`src/rtl/mem_access_ctrl.sv`:
```
// mem_access_ctrl: multi-cycle data-memory access controller and MEM/WB pipeline register
// Ports:
//   clk, rst (async, active-low)
//   wb_en, mem_read, mem_write, alu_res, val_rm, dest : EXE/MEM fields
//   mem_addr, mem_wdata, mem_re, mem_we, mem_rdata   : data-memory array port
//   freeze                                           : upstream pipeline stall
//   wb_wb_en, wb_mem_r_en, wb_alu_res, wb_mem_data, wb_dest : MEM/WB fields
//   addr_err                                         : one-cycle out-of-range pulse
module mem_access_ctrl #(
    parameter int WAIT_CYCLES = 3,
    parameter int BASE_ADDR   = 1024,
    parameter int DEPTH       = 64,
    parameter int AW          = $clog2(DEPTH)
) (
    input  logic          clk,
    input  logic          rst,
    input  logic          wb_en,
    input  logic          mem_read,
    input  logic          mem_write,
    input  logic [31:0]   alu_res,
    input  logic [31:0]   val_rm,
    input  logic [3:0]    dest,
    output logic [AW-1:0] mem_addr,
    output logic [31:0]   mem_wdata,
    output logic          mem_re,
    output logic          mem_we,
    input  logic [31:0]   mem_rdata,
    output logic          freeze,
    output logic          wb_wb_en,
    output logic          wb_mem_r_en,
    output logic [31:0]   wb_alu_res,
    output logic [31:0]   wb_mem_data,
    output logic [3:0]    wb_dest,
    output logic          addr_err
);
    typedef enum logic {IDLE, ACCESS} state_t;
    state_t        state;
    logic [3:0]    cnt;
    logic [AW-1:0] l_idx;
    logic [31:0]   l_alu, l_rm;
    logic [3:0]    l_dest;
    logic          l_wb_en, l_wr, l_oor;
    logic          req, oor;
    logic [29:0]   idx;
    assign req = mem_read | mem_write;
    assign idx = 30'((alu_res - 32'(BASE_ADDR)) >> 2);
    assign oor = (alu_res < 32'(BASE_ADDR)) || (idx >= 30'(DEPTH));
    assign mem_addr  = l_idx;
    assign mem_wdata = l_rm;
    // Strobes and stall decode only registered state, never mem_rdata
    always_comb begin
        mem_re = (state == ACCESS) && !l_wr && !l_oor;
        mem_we = (state == ACCESS) && (cnt == 4'd0) && l_wr && !l_oor;
        freeze = (state == IDLE) ? req : (cnt != 4'd0);
    end
    always_ff @(posedge clk or negedge rst) begin
        if (!rst) begin
            state       <= IDLE;
            cnt         <= 4'd0;
            l_idx       <= '0;
            l_alu       <= 32'd0;
            l_rm        <= 32'd0;
            l_dest      <= 4'd0;
            l_wb_en     <= 1'b0;
            l_wr        <= 1'b0;
            l_oor       <= 1'b0;
            wb_wb_en    <= 1'b0;
            wb_mem_r_en <= 1'b0;
            wb_alu_res  <= 32'd0;
            wb_mem_data <= 32'd0;
            wb_dest     <= 4'd0;
            addr_err    <= 1'b0;
        end else begin
            addr_err <= 1'b0;
            if (state == IDLE) begin
                wb_mem_r_en <= 1'b0;
                if (req) begin
                    wb_wb_en <= 1'b0;
                    l_idx    <= idx[AW-1:0];
                    l_alu    <= alu_res;
                    l_rm     <= val_rm;
                    l_dest   <= dest;
                    l_wb_en  <= wb_en;
                    l_wr     <= mem_write;
                    l_oor    <= oor;
                    cnt      <= 4'(WAIT_CYCLES - 1);
                    state    <= ACCESS;
                end else begin
                    wb_wb_en   <= wb_en;
                    wb_alu_res <= alu_res;
                    wb_dest    <= dest;
                end
            end else if (cnt != 4'd0) begin
                wb_wb_en    <= 1'b0;
                wb_mem_r_en <= 1'b0;
                cnt         <= cnt - 4'd1;
            end else begin
                wb_wb_en    <= l_wb_en;
                wb_mem_r_en <= !l_wr;
                wb_alu_res  <= l_alu;
                wb_dest     <= l_dest;
                // writes and out-of-range reads return zero
                wb_mem_data <= (l_wr || l_oor) ? 32'd0 : mem_rdata;
                addr_err    <= l_oor;
                state       <= IDLE;
            end
        end
    end
endmodule

```
`config.mk`:
```
export PLATFORM = sky130hd
export DESIGN_NAME = mem_access_ctrl
export DESIGN_NICKNAME = d
export VERILOG_FILES = /design/src/rtl/mem_access_ctrl.sv
export SDC_FILE = /design/constraint.sdc
export NUM_CORES = 1
export LEC_CHECK = 0
export CAP_MARGIN = 15
export CORE_MARGIN = 2
export CORE_UTILIZATION = 40
export DETAILED_ROUTE_END_ITERATION = 10
export PLACE_DENSITY = 0.73
export SLEW_MARGIN = 20
export SYNTH_ARGS = -nofsm -noshare
export SYNTH_HDL_FRONTEND = slang
export SYNTH_SLANG_ARGS = --single-unit
export TNS_END_PERCENT = 50
```
`constraint.sdc`:
```
create_clock -name clk -period 2.1 [get_ports clk]
set_clock_uncertainty 0.05 [all_clocks]
set_input_delay 0.315 -clock clk [delete_from_list [all_inputs] [get_ports clk]]
set_output_delay 0.315 -clock clk [all_outputs]
set_load 0.03 [all_outputs]
```
==> impl_metrics.json, run 1 <==
{
  "status": "complete, but fails checks",
  "violations": "negative setup slack",
  "cts_buffer_depth": 2,
  "dr_total_vias": 4957,
  "worst_pin_slew_ns": 0.590,
  "rsz0062_at_grt": "yes",
  "grt_start_max_net_pins": 69,
  "layout_commonest_cell": "clkdlybuf4s50_1",
  "syn2layout_area_growth_pct": 50.6,
  "first_global_vias": 5128,
  "hold_path.class": "in -> async",
  "die_h_um": 127,
  "cts_tree": "built",
  "clk_latency_ns": 0.41,
  "p_leak_nw": 4.32,
  "wl_per_cell_um": 15.5,
  "synth_nets": 694,
  "clk_pin_slew_ns": 0.06,
  "cts_buffers": 17,
  "slew_viol_final": 0,
  "grt_pass1_wl_um": 25400,
  "avgSynthCellArea_um2": 10.4,
  "die_w_um": 127,
  "drt-total-wl_um": 15600,
  "synthDistinctLibCells": 34,
  "synthCells": 587,
  "synth-seq-area-share": 0.604,
  "p_total_mw": 14.3,
  "synth_area_mm2": 0.00609,
  "dr.pass1.iters": 4,
  "clock-root-buffer": "clkbuf_16",
  "grt-ovfl-total": 0,
  "ys_warn_count": 0,
  "start_kind": "flip-flop",
  "fp.coreArea_mm2": 0.0150,
  "power.density_mw_per_mm2": 1550,
  "max_cap_violations": 0,
  "grt.total_usage": 0.196,
  "fmax_mhz": 471,
  "drc": 0,
  "numPortBuffers": 216,
  "clock_sinks": 147,
  "synthTopCellsByArea": "dfrtp_1, nand2_1, mux2i_1, a22o_1, a21oi_2",
  "final_cell_mix": "clkdlybuf4s50_1, nand2_1, dfrtp_1",
  "ys_seq_elements": 147,
  "vdd_drop_max_v": 0.000778,
  "antenna_found_initial": 0,
  "path_max_fanout": 2,
  "die_area_mm2": 0.0162,
  "worst_hold_slack_ns": 0.340,
  "hold_viol": 0,
  "design_area_mm2": 0.00917,
  "gp_congestion": 0.758,
  "io_pins": 217,
  "layout_min_cycle_time_ns": 2.12,
  "start_util": 0.405,
  "drt_iter0_markers": 208,
  "drt-vias-per-instance": 4.91,
  "hpwlAfterDp_um": 10800,
  "yosysTopAreaCellShare": 0.604,
  "synth.largest_area_cell": "dfrtp_1",
  "finalSetupViolCount": 1,
  "setup_ws_ns": -0.0216,
  "drive_gt1_frac": 0.118,
  "slew_headroom": 0.607,
  "crit_arrival_ns": 1.76,
  "placed_area_mm2": 0.00850,
  "crit_required_ns": 1.74,
  "worstSetupEndpointType": "output port",
  "finalCritPeriodShare": 1.01,
  "rows": 45,
  "cts_htree_levels": 4,
  "nNetsFinal": 916,
  "final_antenna_net_count": 0,
  "worstSetupPathType": "reg -> out"
}
## area by class of cell
cell class | instances | area (um2)
flip-flops and latches | 147 | 3680
clock buffers | 18 | 439
fillers | 1208 | 5870
repair buffers | 243 | 2430
diodes | 1 | 2.50
multi-input cells | 395 | 2200
clock inverters | 13 | 159
well taps | 188 | 235
inverters | 5 | 18.8
## power breakdown
group | switching, mW | total, mW | internal, mW
Sequential | 0.601 | 4.54 | 3.94
Clock | 1.16 | 3.05 | 1.89
Combinational | 3.95 | 6.66 | 2.71
## metrics by stage
step           setup TNS, ns  instances  setup slack (ns)  utilization
2_1_floorplan              0        587            0.0607            -
3_3_place_gp       -0.000725        972         -0.000725        0.566
3_5_place_dp               0        972           0.00312        0.566
4_1_cts              -0.0296       1009           -0.0296        0.610
6_report             -0.0216       1010           -0.0216        0.610
5_1_grt              -0.0774       1009           -0.0774        0.610
## flip-flops by register name, indices dropped and copies added, names as in the netlist
name         cells
l_wr             1
state            1
l_dest           4
wb_mem_data     32
wb_mem_r_en      1
mem_wdata       32
wb_dest          4
wb_wb_en         1
addr_err         1
l_oor            1
cnt              4
wb_alu_res      32
l_alu           27
l_wb_en          1
mem_addr         5
## kinds of logic after synthesis
group / after synthesis / share of synthesized area
xor gates and xnor gates: 4 / 0.00576
muxes: 37 / 0.0610
buffers and inverters: 45 / 0.0419
DFF: 147 / 0.604
and+or+nand+nor: 271 / 0.180
AOI/OAI and AO/OA: 81 / 0.103
adders and majority gates: 2 / 0.00411
## worst max-delay path, stage by stage (launching register included)
cell,delay (ns)
dfrtp_1,0.38
inv_2,0.08
ha_4,0.14
or3b_4,0.39
a21oi_4,0.15
inv_2,0.07
buf_6,0.14
## routing by layer
| layer | track usage | share of wire | up-vias |
|---|---|---|---|
| met1 | 0.246 | 0.44 | 2375 |
| li1 | - | - | 2379 |
| met2 | 0.317 | 0.47 | 173 |
| met5 | 0 | 0 | - |
| met3 | 0.0687 | 0.070 | 30 |
| met4 | 0.0653 | 0.021 | 0 |
## synthesized netlist by cell type
cell         n
nand2_1    207
nand3_2      1
or4b_2       1
a21oi_2     23
mux2i_1     36
nand4b_1     1
buf_4        9
xor2_1       3
ha_1         2
nor2_1      46
or3b_4       1
mux2_2       1
nand3_1      4
o21ba_2      1
nor3b_1      2
nor4_4       1
o21bai_1     1
a31oi_1      2
buf_6        4
nor3_2       1
xnor2_1      1
a21oi_1     15
nand4_1      1
o31a_1       1
buf_2       18
nor3_1       2
clkbuf_1     9
a2111oi_0    1
o21ai_0      5
dfrtp_1    147
inv_1        5
nor4b_1      1
a22o_1      32
nor4_1       2
## worst paths after layout
kind | startpoint | to | slack (ns) | cells after the start
worst max-delay path | cnt[1] | freeze | -0.02 | 6
worst min-delay path | rst | wb_alu_res[16] | 0.34 | 2
worst max register to register | cnt[1] | wb_alu_res[28] | 0.17 | 8
worst min register to register | l_alu[31] | l_alu[31] | 0.42 | 2
max in group asynchronous | rst | l_alu[26] | 0.94 | 3
min in group clk | val_rm[9] | mem_wdata[9] | 0.37 | 3
## timing repair
item / CTS / global route
buffers inserted: 5 / 0
resized for setup: 7 / 0
pin swaps: 2 / 1
hold buffers: 1 / 0
setup endpoints to repair: 2 / 2
hold endpoints to repair: 41 / 0
No activity file was read; power rests on OpenSTA's default activity.
==> run 2: changes to the inputs <==
Settings changed: PLACE_DENSITY 0.73 to 0.85.
==> run 2 against run 1 <==
Effect of this change:
- the flow still finishes with violations (negative setup slack)
- power increased by 0.95%
- clock power increased by 2%
- global-route usage increased by 0.45 points
- first-iteration DRC count increased by 29%
- worst setup slack got worse by 0.017 ns
- final cell count about the same
- routed wire length decreased by 0.55%
- critical path depth unchanged
- critical path type unchanged
- highest routed layer unchanged
==> impl_metrics.json, run 2 (synthesis gave the netlist of run 1 again) <==
{
  "cts_tree": "built",
  "worstSetupPathType": "reg -> out",
  "cts_buffer_depth": 2,
  "cts_buffers": 17,
  "worst_hold_slack_ns": 0.296,
  "finalSetupViolCount": 1,
  "slew_headroom": 0.620,
  "worst_pin_slew_ns": 0.570,
  "hold_viol": 0,
  "p_leak_nw": 4.31,
  "vdd_drop_max_v": 0.000857,
  "crit_arrival_ns": 1.77,
  "p_total_mw": 14.4,
  "worstSetupEndpointType": "output port",
  "design_area_mm2": 0.00917,
  "fin_tns_setup_ns": -0.0384,
  "clk_latency_ns": 0.41,
  "final_antenna_net_count": 0,
  "grt-ovfl-total": 0,
  "drive_gt1_frac": 0.120,
  "start_kind": "flip-flop",
  "drt_iter0_markers": 269,
  "pre_cts_ws_ns": 0.00728,
  "syn2layout_area_growth_pct": 50.6,
  "dr_wl_met3_um": 899,
  "max_cap_violations": 0,
  "grt.total_usage": 0.200,
  "wl_met2_um": 7610,
  "wl_per_cell_um": 15.4,
  "grt_start_max_net_pins": 56,
  "clock-root-buffer": "clkbuf_16",
  "first_global_vias": 5141,
  "placed_area_mm2": 0.00848,
  "die_area_mm2": 0.0162,
  "drt-vias-per-instance": 4.86,
  "io_pins": 217,
  "path_max_fanout": 2,
  "rsz0062_at_grt": "yes",
  "drt-total-wl_um": 15500,
  "dr_total_vias": 4910,
  "drc": 0,
  "clock_sinks": 147,
  "wl_met1_um": 6660,
  "antenna_found_initial": 0,
  "start_util": 0.405,
  "top_layer_used": "met4",
  "numPortBuffers": 216,
  "die_w_um": 127,
  "finalCritPeriodShare": 1.02,
  "grt_pass1_wl_um": 25700,
  "status": "complete, but fails checks",
  "violations": "negative setup slack",
  "layout_commonest_cell": "clkdlybuf4s50_1",
  "layout_min_cycle_time_ns": 2.14,
  "gp_congestion": 0.752,
  "rows": 45,
  "die_h_um": 127,
  "clk_pin_slew_ns": 0.06,
  "final_cell_mix": "clkdlybuf4s50_1, nand2_1, dfrtp_1",
  "hpwlAfterDp_um": 10800,
  "setup_ws_ns": -0.0384,
  "cts_htree_levels": 4,
  "hold_path.class": "in -> async",
  "slew_viol_final": 0,
  "crit_required_ns": 1.74,
  "antennaDiodeCount": 0,
  "fp.coreArea_mm2": 0.0150,
  "power.density_mw_per_mm2": 1570,
  "dr.pass1.iters": 4,
  "nNetsFinal": 917,
  "fmax_mhz": 468,
  "fill_cells": 1219
}
-- run 2: where the power goes --
part | leakage (nW) | internal [mW] | switching (mW)
combinational | 2.20 | 2.76 | 3.95
clock | 0.285 | 1.93 | 1.19
sequential | 1.83 | 3.94 | 0.613
total | 4.31 | 8.63 | 5.75
-- run 2: routing by layer --
metal	vias up	track usage
li1	2375	-
met1	2355	0.248
met2	152	0.332
met3	28	0.0553
met4	0	0.0834
met5	-	0
-- run 2: per-stage QoR --
step,std cells,utilization
after floorplan,587,-
after global placement,971,0.564
after detailed placement,971,0.564
after CTS,1011,0.610
after global routing,1011,0.610
final,1011,0.610
-- run 2: path summary, 6_finish.rpt --
kind,slack [ns],to,depth (start not counted),startpoint
max in group asynchronous,1.13,wb_mem_data[4],3,rst
hold / removal,0.30,mem_wdata[15],2,rst
min in group clk,0.37,mem_wdata[8],3,val_rm[8]
setup reg to reg,0.12,wb_alu_res[21],8,cnt[1]
setup / recovery,-0.04,freeze,6,cnt[1]
hold reg to reg,0.42,l_alu[27],2,l_alu[27]
-- run 2: cell type report --
cell class,instances,area (um2),area share
Tap cell,188,235,0.0256
Sequential cell,147,3680,0.401
Multi-Input combinational cell,395,2200,0.240
Clock buffer,20,457,0.0498
Clock inverter,12,155,0.0169
Timing Repair Buffer,244,2420,0.264
Inverter,5,18.8,0.00205
-- run 2: repair_timing --
action,in CTS,in global routing
pin swaps,2,0
endpoints found under the setup margin,1,2
hold endpoints to repair,26,0
gates resized for setup,6,0
hold buffers,1,0
cloned,0,0
buffers inserted,7,0
-- run 2: worst max-delay path: stages, from the launching register on --
cell     delay (ns)
dfrtp_1        0.39
inv_2          0.09
ha_4           0.14
or3b_4         0.40
a21oi_4        0.16
inv_2          0.05
buf_6          0.13
==> run 3: changes to the inputs <==
Settings changed: PLACE_DENSITY 0.85 to unset, PLACE_DENSITY_LB_ADDON set to 0.3.
Clock period 2.1 ns to 2.3 ns, I/O delays scaled along.
==> run 3 against run 2 <==
Effect of this change:
- the flow now finishes without violations
- non-clock buffer count shrank 7
- combinational power shrank 9.8%
- power shrank 11%
- design area shrank 0.97%
- first-iteration DRC count shrank 5.6%
- critical path depth is the same
- highest routed layer unchanged
==> impl_metrics.json, run 3 (synthesis gave the netlist of run 1 again) <==
{
  "status": "finished, final reports clean",
  "numPortBuffers": 216,
  "dr.pass1.iters": 4,
  "drt-total-wl_um": 15500,
  "first_global_vias": 5149,
  "hold_path.class": "in -> async",
  "crit_start": "cnt[0]",
  "hpwlAfterDp_um": 10800,
  "fmax_mhz": 451,
  "cts_buffer_depth": 2,
  "rsz0062_at_grt": "no",
  "path_max_fanout": 2,
  "layout_commonest_cell": "clkdlybuf4s50_1",
  "fin_tns_setup_ns": 0,
  "r2r_setup_slack_ns": 0.35,
  "worstSetupEndpointType": "output port",
  "final_cell_mix": "clkdlybuf4s50_1, nand2_1, dfrtp_1",
  "hold_viol": 0,
  "crit_required_ns": 1.90,
  "start_kind": "flip-flop",
  "drt_iter0_markers": 254,
  "clk_latency_ns": 0.41,
  "finalSetupViolCount": 0,
  "r2r-end": "wb_dest[1]",
  "vdd_drop_max_v": 0.000672,
  "worstSetupPathType": "reg -> out",
  "layout_min_cycle_time_ns": 2.22,
  "clock-root-buffer": "clkbuf_16",
  "endpoint": "freeze",
  "finalCritPeriodShare": 0.964,
  "cts_htree_levels": 4,
  "max_cap_violations": 0,
  "fp.coreArea_mm2": 0.0150,
  "fin_util": 0.604,
  "die_area_mm2": 0.0162,
  "drc": 0,
  "worst_pin_slew_ns": 0.548,
  "syn2layout_area_growth_pct": 49.2,
  "crit_chain": "inv_2 > ha_4 > or3b_4 > a21oi_4 > inv_2 > buf_4",
  "antenna_found_initial": 0,
  "rows": 45,
  "final_antenna_net_count": 0,
  "grt_pass1_wl_um": 25500,
  "cts_tree": "built",
  "crit_arrival_ns": 1.82,
  "die_h_um": 127,
  "worst_hold_slack_ns": 0.367,
  "slowest_delay_ns": 0.39,
  "multiInputGateArea_mm2": 0.00220,
  "slowest_stage": "dfrtp_1",
  "grt-ovfl-total": 0,
  "grt_start_max_net_pins": 69,
  "wl_per_cell_um": 15.5,
  "clock_sinks": 147,
  "die_w_um": 127,
  "r2r_cells": 8,
  "start_util": 0.405,
  "dr_total_vias": 4904,
  "grt.total_usage": 0.200,
  "p_total_mw": 12.9,
  "gp_congestion": 0.775,
  "cp_common_cell": "inv_2",
  "power.density_mw_per_mm2": 1420,
  "drt-vias-per-instance": 4.88,
  "nNetsFinal": 910,
  "cts_buffers": 17,
  "slew_headroom": 0.635,
  "fill_cells": 1186,
  "p_leak_nw": 4.28,
  "antennaDiodeCount": 0,
  "register_area_mm2": 0.00368,
  "io_pins": 217,
  "drive_gt1_frac": 0.109,
  "rr_startpoint": "cnt[0]",
  "clk_pin_slew_ns": 0.06,
  "slew_viol_final": 0
}
==> run 3: cell types whose count changed in the layout (fill, tap and decap cells not counted), sizes merged <==
cell,before,now
bufinv,3,2
clkinvlp,5,2
clkbuf,20,21
dlygate4sd2,0,1
clkinv,3,7
buf,31,23
inv,6,5
==> run 3: how the worst min path moves through the flow <==
stage                     start         to  slack [ns]  cells after the start
after floorplan             rst   addr_err     -0.0006                      0
after global placement      rst  l_alu[20]        0.24                      1
after detailed placement    rst  l_alu[20]        0.25                      1
after CTS                   rst  l_alu[20]        0.38                      2
after global routing        rst  l_alu[20]        0.39                      2
final                       rst  l_alu[20]        0.37                      2
==> run 3: per-stage QoR <==
stage	cells	cell area [um2]	setup slack (ns)
global placement	965	8450	0.238
floorplan	587	6090	0.131
global route	1004	9080	0.0121
detailed placement	965	8450	0.186
CTS	1001	9050	0.00430
finish	1004	9080	0.0819
==> run 3: routing by layer <==
layer	wire, um	global-route usage
met1	6660	0.249
met2	7470	0.329
met3	1140	0.0657
met4	276	0.0672
met5	0	0
==> run 3: layout make-up <==
| class | instances | share of cell area |
|---|---|---|
| Inverter | 5 | 0.00207 |
| Clock inverter | 11 | 0.0121 |
| Sequential cell | 147 | 0.405 |
| Multi-Input combinational cell | 395 | 0.242 |
| Timing Repair Buffer | 237 | 0.262 |
| Tap cell | 188 | 0.0259 |
| Clock buffer | 21 | 0.0507 |
==> run 3: what timing repair did <==
item / CTS / global route
setup endpoints to repair: 2 / 1
endpoints found under the hold margin: 38 / 0
setup buffers: 3 / 3
resized for setup: 1 / 5
pin swaps: 1 / 1
hold buffers: 1 / 0
==> run 3: worst max-delay path, delay by kind of cell, from the launching register on <==
kind                     cells  cell delay (ns)
AO/OA/AOI/OAI                1             0.18
adder cells (fa/ha/maj)      1             0.14
AND/OR/NAND/NOR              1             0.39
buffers and inverters        3             0.31
flip-flops                   1             0.39
==> run 3: power by group <==
part	internal [mW]	switching, mW
clock network	1.64	1.03
registers	3.60	0.563
logic	2.46	3.59
